### src/rtl/bp_be_scoreboard_mi.sv
// Multi-issue register scoreboard: per-register fixed-latency countdown or variable-latency
// mark, with RAW/WAW hazard reporting against in-flight state and older lanes of the bundle.
module bp_be_scoreboard_mi #(
    parameter  int num_issue_p      = 2,
    parameter  int num_rs_p         = 3,
    parameter  int num_clear_p      = 2,
    parameter  int reg_addr_width_p = 5,
    parameter  int lat_width_p      = 3,
    localparam int rf_els_lp        = 2 ** reg_addr_width_p
) (
    input  logic                                                      clk_i,
    input  logic                                                      reset_n_i,
    input  logic [num_issue_p-1:0]                                    score_v_i,
    input  logic [num_issue_p-1:0][reg_addr_width_p-1:0]              score_rd_i,
    input  logic [num_issue_p-1:0][lat_width_p-1:0]                   score_lat_i,
    input  logic [num_clear_p-1:0]                                    clear_v_i,
    input  logic [num_clear_p-1:0][reg_addr_width_p-1:0]              clear_rd_i,
    input  logic                                                      flush_i,
    input  logic [num_issue_p-1:0][num_rs_p-1:0][reg_addr_width_p-1:0] rs_i,
    input  logic [num_issue_p-1:0][reg_addr_width_p-1:0]              rd_i,
    output logic [num_issue_p-1:0][num_rs_p-1:0]                      rs_match_o,
    output logic [num_issue_p-1:0]                                    rd_match_o,
    output logic [rf_els_lp-1:0]                                      busy_o
);

    typedef logic [reg_addr_width_p-1:0] reg_addr_t;
    typedef logic [lat_width_p-1:0]      lat_t;

    logic [rf_els_lp-1:0] busy_q, busy_n;
    logic [rf_els_lp-1:0] var_q, var_n;
    lat_t                 cnt_q [rf_els_lp];
    lat_t                 cnt_n [rf_els_lp];

    // Later assignments override earlier ones, so the code order below is the priority
    // order reversed: countdown, then clear, then score, then flush.
    always_comb begin
        for (int r = 0; r < rf_els_lp; r++) begin
            // NOTE: every always_comb output gets a default first so no path holds a value (latch).
            busy_n[r] = busy_q[r];
            var_n[r]  = var_q[r];
            cnt_n[r]  = cnt_q[r];

            if (busy_q[r] && !var_q[r]) begin
                if (cnt_q[r] > lat_t'(1)) begin
                    cnt_n[r] = cnt_q[r] - lat_t'(1);
                end else begin
                    busy_n[r] = 1'b0;
                    cnt_n[r]  = '0;
                end
            end

            for (int c = 0; c < num_clear_p; c++) begin
                if (clear_v_i[c] && clear_rd_i[c] == reg_addr_t'(r)) begin
                    busy_n[r] = 1'b0;
                    var_n[r]  = 1'b0;
                    cnt_n[r]  = '0;
                end
            end

            // Ascending lane order lets the youngest lane win a same-rd collision.
            for (int l = 0; l < num_issue_p; l++) begin
                if (score_v_i[l] && score_rd_i[l] == reg_addr_t'(r)) begin
                    busy_n[r] = 1'b1;
                    var_n[r]  = (score_lat_i[l] == '0);
                    cnt_n[r]  = score_lat_i[l];
                end
            end

            if (flush_i || r == 0) begin
                busy_n[r] = 1'b0;
                var_n[r]  = 1'b0;
                cnt_n[r]  = '0;
            end
        end
    end

    always_ff @(posedge clk_i or negedge reset_n_i) begin
        if (!reset_n_i) begin
            busy_q <= '0;
            var_q  <= '0;
            // NOTE: the counter array is reset as well so every entry is fully zero under reset.
            for (int r = 0; r < rf_els_lp; r++) begin
                cnt_q[r] <= '0;
            end
        end else begin
            // NOTE: non-blocking assignments keep all state updates on this edge simultaneous.
            busy_q <= busy_n;
            var_q  <= var_n;
            for (int r = 0; r < rf_els_lp; r++) begin
                cnt_q[r] <= cnt_n[r];
            end
        end
    end

    // Hazard on addr for a given lane: in-flight, or scored by an older lane this cycle.
    function automatic logic hazard(input reg_addr_t addr, input int lane,
                                    input logic [rf_els_lp-1:0] busy,
                                    input logic [num_issue_p-1:0] sv,
                                    input logic [num_issue_p-1:0][reg_addr_width_p-1:0] srd);
        logic hit;
        hit = busy[addr];
        for (int j = 0; j < lane; j++) begin
            if (sv[j] && srd[j] == addr) begin
                hit = 1'b1;
            end
        end
        return hit && (addr != '0);
    endfunction

    always_comb begin
        rs_match_o = '0;
        rd_match_o = '0;
        for (int i = 0; i < num_issue_p; i++) begin
            for (int k = 0; k < num_rs_p; k++) begin
                rs_match_o[i][k] = hazard(rs_i[i][k], i, busy_q, score_v_i, score_rd_i);
            end
            rd_match_o[i] = hazard(rd_i[i], i, busy_q, score_v_i, score_rd_i);
        end
    end

    assign busy_o = busy_q;

endmodule

### config.mk
export PLATFORM = sky130hd
export DESIGN_NAME = bp_be_scoreboard_mi
export DESIGN_NICKNAME = d
export VERILOG_FILES = /design/src/rtl/bp_be_scoreboard_mi.sv
export SDC_FILE = /design/constraint.sdc
export NUM_CORES = 1
export LEC_CHECK = 0
export BUFFER_PORTS_ARGS = -buffer_cell sky130_fd_sc_hd__buf_2
export CAP_MARGIN = 20
export CORE_UTILIZATION = 30
export CTS_CLUSTER_SIZE = 40
export DETAILED_ROUTE_END_ITERATION = 12
export PLACE_DENSITY = 0.46
export SETUP_SLACK_MARGIN = 0.1
export SLEW_MARGIN = 20
export SYNTH_ARGS = -nofsm -noshare
export SYNTH_HDL_FRONTEND = slang
export SYNTH_SLANG_ARGS = --single-unit
### constraint.sdc
create_clock -name clk_i -period 3.5 [get_ports clk_i]
set_input_delay 0.7 -clock clk_i [delete_from_list [all_inputs] [get_ports clk_i]]
set_output_delay 0.7 -clock clk_i [all_outputs]
set_load 0.01 [all_outputs]
# [Word level (Yosys, flattened, before mapping)]
# Index checks and enable logic that the tools add are counted.
[totals] out_inout_bits=40 register_bits=155
[classes] order_cmp=39 mux=609 add_sub_neg=31 n_eq_ne=159 n_reduce_logical=301
[ops] operator="2-to-1 mux 3 bit" count=217
[ops] operator="2-to-1 mux 1 bit" count=384
[ops] operator="equality test 5 bit, second input constant" count=64
[ops] operator="nonzero test 5 bit" count=39
[ops] operator="!= test 6 x 2 -> 1 bit, second input constant" count=31
[ops] operator="nonzero test 6 bit" count=31
[ops] operator="logical AND 1 bit" count=167
[ops] operator="equality test 5 x 4 -> 1 bit, second input constant" count=32
[ops] operator="> comparator 3 x 1 -> 1 bit, second input constant" count=31
[ops] operator="subtractor 3 x 1 -> 3 bit, second input constant" count=31
[ops] operator="equality test 5 x 3 -> 1 bit, second input constant" count=16
[ops] operator="AND reduction 2 bit" count=31
[ops] operator="< comparator 5 x 6 -> 1 bit, second input constant" count=8
[ops] operator="binary-select mux 1 bit (select 5 bit)" count=8
[ops] operator="equality test 5 x 2 -> 1 bit, second input constant" count=8
[ops] operator="logical NOT 1 bit" count=31
[ops] operator="equality test 5 x 1 -> 1 bit, second input constant" count=4
[ops] operator="equality test 5 bit" count=4
[ops] operator="logical NOT 3 bit" count=2

# [Logic depth before layout (Yosys ltp)]
[depth] depth_word=8 mapped_depth=8

# [Least setup slack after synthesis]
# OpenSTA, ideal clock, no wires.
[synth_path] kind="input port to output port" start="input port rs_i[15] (netlist bit)" end="output port rs_match_o[3] (netlist bit)" path_buffers=1 path_stages=5 path_slack_ns=0.513 arrival_ns=2.287 required_ns=2.800 cell_sequence="clkbuf_1 -> mux4_2 -> mux4_2 -> mux2i_1 -> a21oi_1"
[synth_lines] element="start: declaration" line_no="19" text="input logic [num_issue_p-1:0][num_rs_p-1:0][reg_addr_width_p-1:0] rs_i,"
[synth_lines] element="end: declaration" line_no="21" text="output logic [num_issue_p-1:0][num_rs_p-1:0] rs_match_o,"

# [Final worst setup path]
[layout_path] start="register busy_q[28], in the netlist busy_o[28]" end="output port rd_match_o[0]"
[layout_via] elab_chain_cells=3
[layout_rtl] element="start: declaration" line_no="29" text="logic [rf_els_lp-1:0] busy_q, busy_n;"
[layout_rtl] element="start signal: assignment" line_no="87" text="busy_q <= busy_n;"
[layout_rtl] element="binary-select mux 1 bit (select 5 bit)" line_no="101" text="hit = busy[addr];"
[layout_rtl] element="2-to-1 mux 1 bit (implied by the code)" line_no="101"
[layout_rtl] element="logical AND 1 bit" line_no="107" text="return hit && (addr != '0);"
[layout_rtl] element="end: declaration" line_no="22" text="output logic [num_issue_p-1:0] rd_match_o,"
# No other way between the ends. The select of a mux whose other input is x is not followed.

==> metrics.txt <==
placed insts between 2,000 and 2,500; final worst path period need approximately 3300 ps; Vias per Instance roughly 6.3; total wire length 60.0 mm; clock skew approximately 25 ps; fin crit share 0.941; post-synth top area cell dfrtp_1; number of max-cap violations 0; Synth Flop Type dfrtp_1; row count 79; run status finished, final reports clean; Setup Slack @ Placement a little over 400 ps; Final nets 1,857; post-layout util 0.349; vias ~15,000; Startpoint Class register; Hold Buf Count CTS 0; crit path buf inv count 1; final setup violation count 0; Synth cell types 72; clk sinks 155; CTS tree built; CORE AREA about 0.047 sq mm; post-route setup slack about 200 ps; GRT Residual Overflow 0; First-pass DRT Iterations 6; DRC errors left 0; post-DP HPWL 42.6 mm; Die Span X 221 um; initial antenna violation count 7; largest net degree at the start of global routing slightly below 60; Initial DRC Count roughly 1,700; worst path cell trace mux4_2 > mux4_2 > mux2_2 > buf_2; cell area power density around 400 mW/mm^2; CP delay by family, top multiplexers; worst hold path type input pin to asynchronous set/reset pin; vias in the first global route around 14,000; Register-to-Register Path Depth 5; Worst Hold Margin slightly above 200 ps; share of post-route cells with drive strength above 1 0.194; worst endpoint required time around 2800 ps; leakage power 6.16 nW; crit-path max cell delay between 600 and 700 ps; Post-Route Setup TNS 0 ps; Die ar. between 0.04 and 0.05 sq mm; Total Power ~6.5 mW; drt wl/cell between 20 and 30 um; Critical-path top delay cell dfrtp_1; Final Hold Vio Count 0; EDFF count, synth 0; GR Util All Layers 0.244; Post-CTS Resized 0; ANT nets after route 0; starting density of the core 0.306; root buffer selected by CTS clkbuf_16; Layout Cells excl Fill ~2,300; most used cell, CP mux4_2; Worst R2R End cnt_q[2]$_DFFE_PN0P_; CTS buffer count 17; cell area after layout ~0.016 sq mm; Post-synth ARST share 1.00; setup repair bufs after CTS 0; FF-to-FF setup slack 1550 ps; CP Capture Type primary output; Mapped Cells about 1,600; Synth warnings 0; fin. max-slew vios 0; synth top area cells dfrtp_1 (27%), mux4_2 (10%), ha_1 (5.0%); Die H roughly 220 um; Reg clk slew, reported paths ~70 ps; Buffers on Ports ~110; Crit Reg-Reg Startpoint busy_o[31]$_DFFE_PN0P_; Fmax achieved slightly above 300 MHz; I/O pins approximately 110; critical path arrival approximately 2600 ps; Area Overhead vs Synth 13.9%; Skew-Pair Late Insertion Delay around 480 ps; GP Congestion about 0.95; htree depth 4; unrepaired setup endpoints after global routing no; syn nets 1,776; area post-placement 0.0157 sq mm; worst rel slew slack 0.363; synthesis-stage register bit count 155; post-synthesis sequential area ratio 0.270; maximum VDD drop ~0.35 mV; syn_area_per_cell just under 9 sq um; CTS max path bufs 2; first-pass GRT wire length around 91 mm; critical path class register to primary output; worst slew pin tran about 960 ps; post-synth top area share 0.270; synthesized cell area ~0.014 sq mm; Worst Path Max Fanout 11
power by group:
group,switching (mW),internal (mW)
clock network,0.845,1.32
logic,1.25,0.912
registers,0.192,2.00
layout make-up:
type	instances	area, sq um
Clock inverter	11	189
Sequential cell	155	3880
Tap cell	607	759
Fill cell	4780	30600
Inverter	119	447
Clock buffer	21	470
Antenna cell	1	2.50
Multi-Input combinational cell	1260	9580
Timing Repair Buffer	174	1050
sequential cells by signal, indices dropped and copies added (netlist names):
signal  flops
var_q      31
busy_o     31
cnt_q      93
cells in the mapped netlist, types with 31 or more instances:
cell        n
nand2_1   138
clkbuf_1   66
inv_1     118
a211oi_1   74
a21oi_1    62
nor3_1     35
ha_1       57
mux4_2     66
a221oi_1   31
nor2_1    160
nor2b_1    37
nand3_1    38
o21ai_0    40
o22ai_1    35
o41ai_1    51
dfrtp_1   155
worst register-to-register path, stage by stage, from the launching register on:
cell,delay (ps)
dfrtp_1,690
nor2b_1,410
o21ai_0,150
a31o_2,240
a221oi_1,250
a2111oi_0,90
kinds of logic (layout without fill, tap and decap cells):
family	after synthesis	count (layout)	synth area share
buffers and inverters	231	325	0.0642
and+or+nand+nor	589	589	0.218
AOI/OAI and AO/OA	489	489	0.255
other	1	2	0.000261
DFF	155	155	0.270
muxes	105	105	0.132
xor gates and xnor gates	19	19	0.0116
adders and majority gates	57	57	0.0496
cells in the final DEF, fill, tap and decap left out, types with 24 or more instances in the layout:
| cell | netlist | final |
|---|---|---|
| buf_2 | 27 | 109 |
| nand3_1 | 38 | 38 |
| o41ai_1 | 51 | 51 |
| o211ai_1 | 25 | 25 |
| a211oi_1 | 74 | 74 |
| nand2_1 | 138 | 138 |
| nor2_1 | 160 | 160 |
| nor2b_1 | 37 | 37 |
| o21ai_0 | 40 | 40 |
| mux4_2 | 66 | 66 |
| buf_4 | 6 | 63 |
| nor3_1 | 35 | 34 |
| o22ai_1 | 35 | 35 |
| ha_1 | 57 | 57 |
| mux2i_1 | 24 | 24 |
| dfrtp_1 | 155 | 155 |
| a221oi_1 | 31 | 31 |
| inv_1 | 118 | 118 |
| a21oi_1 | 62 | 62 |
worst max path at each step:
stage / depth (start not counted) / startpoint / slack, ps / to
4_1_cts: 4 / busy_o[28]$_DFFE_PN0P_ / 200 / rs_match_o[2]
2_1_floorplan: 5 / rs_i[15] / 510 / rs_match_o[3]
3_3_place_gp: 5 / rd_i[0] / 430 / rd_match_o[0]
5_1_grt: 4 / busy_o[28]$_DFFE_PN0P_ / 160 / rd_match_o[0]
3_5_place_dp: 5 / rs_i[10] / 410 / rs_match_o[2]
6_report: 4 / busy_o[28]$_DFFE_PN0P_ / 210 / rd_match_o[0]
routing by layer:
metal  vias up  track usage  share of wire
met5         -            0        0.00092
met4        10       0.0914          0.031
met3       125       0.0401          0.064
li1       6515            -              -
met1      7410        0.339           0.45
met2       664        0.380           0.45
Note: power is estimated with default switching activity, not from simulation.
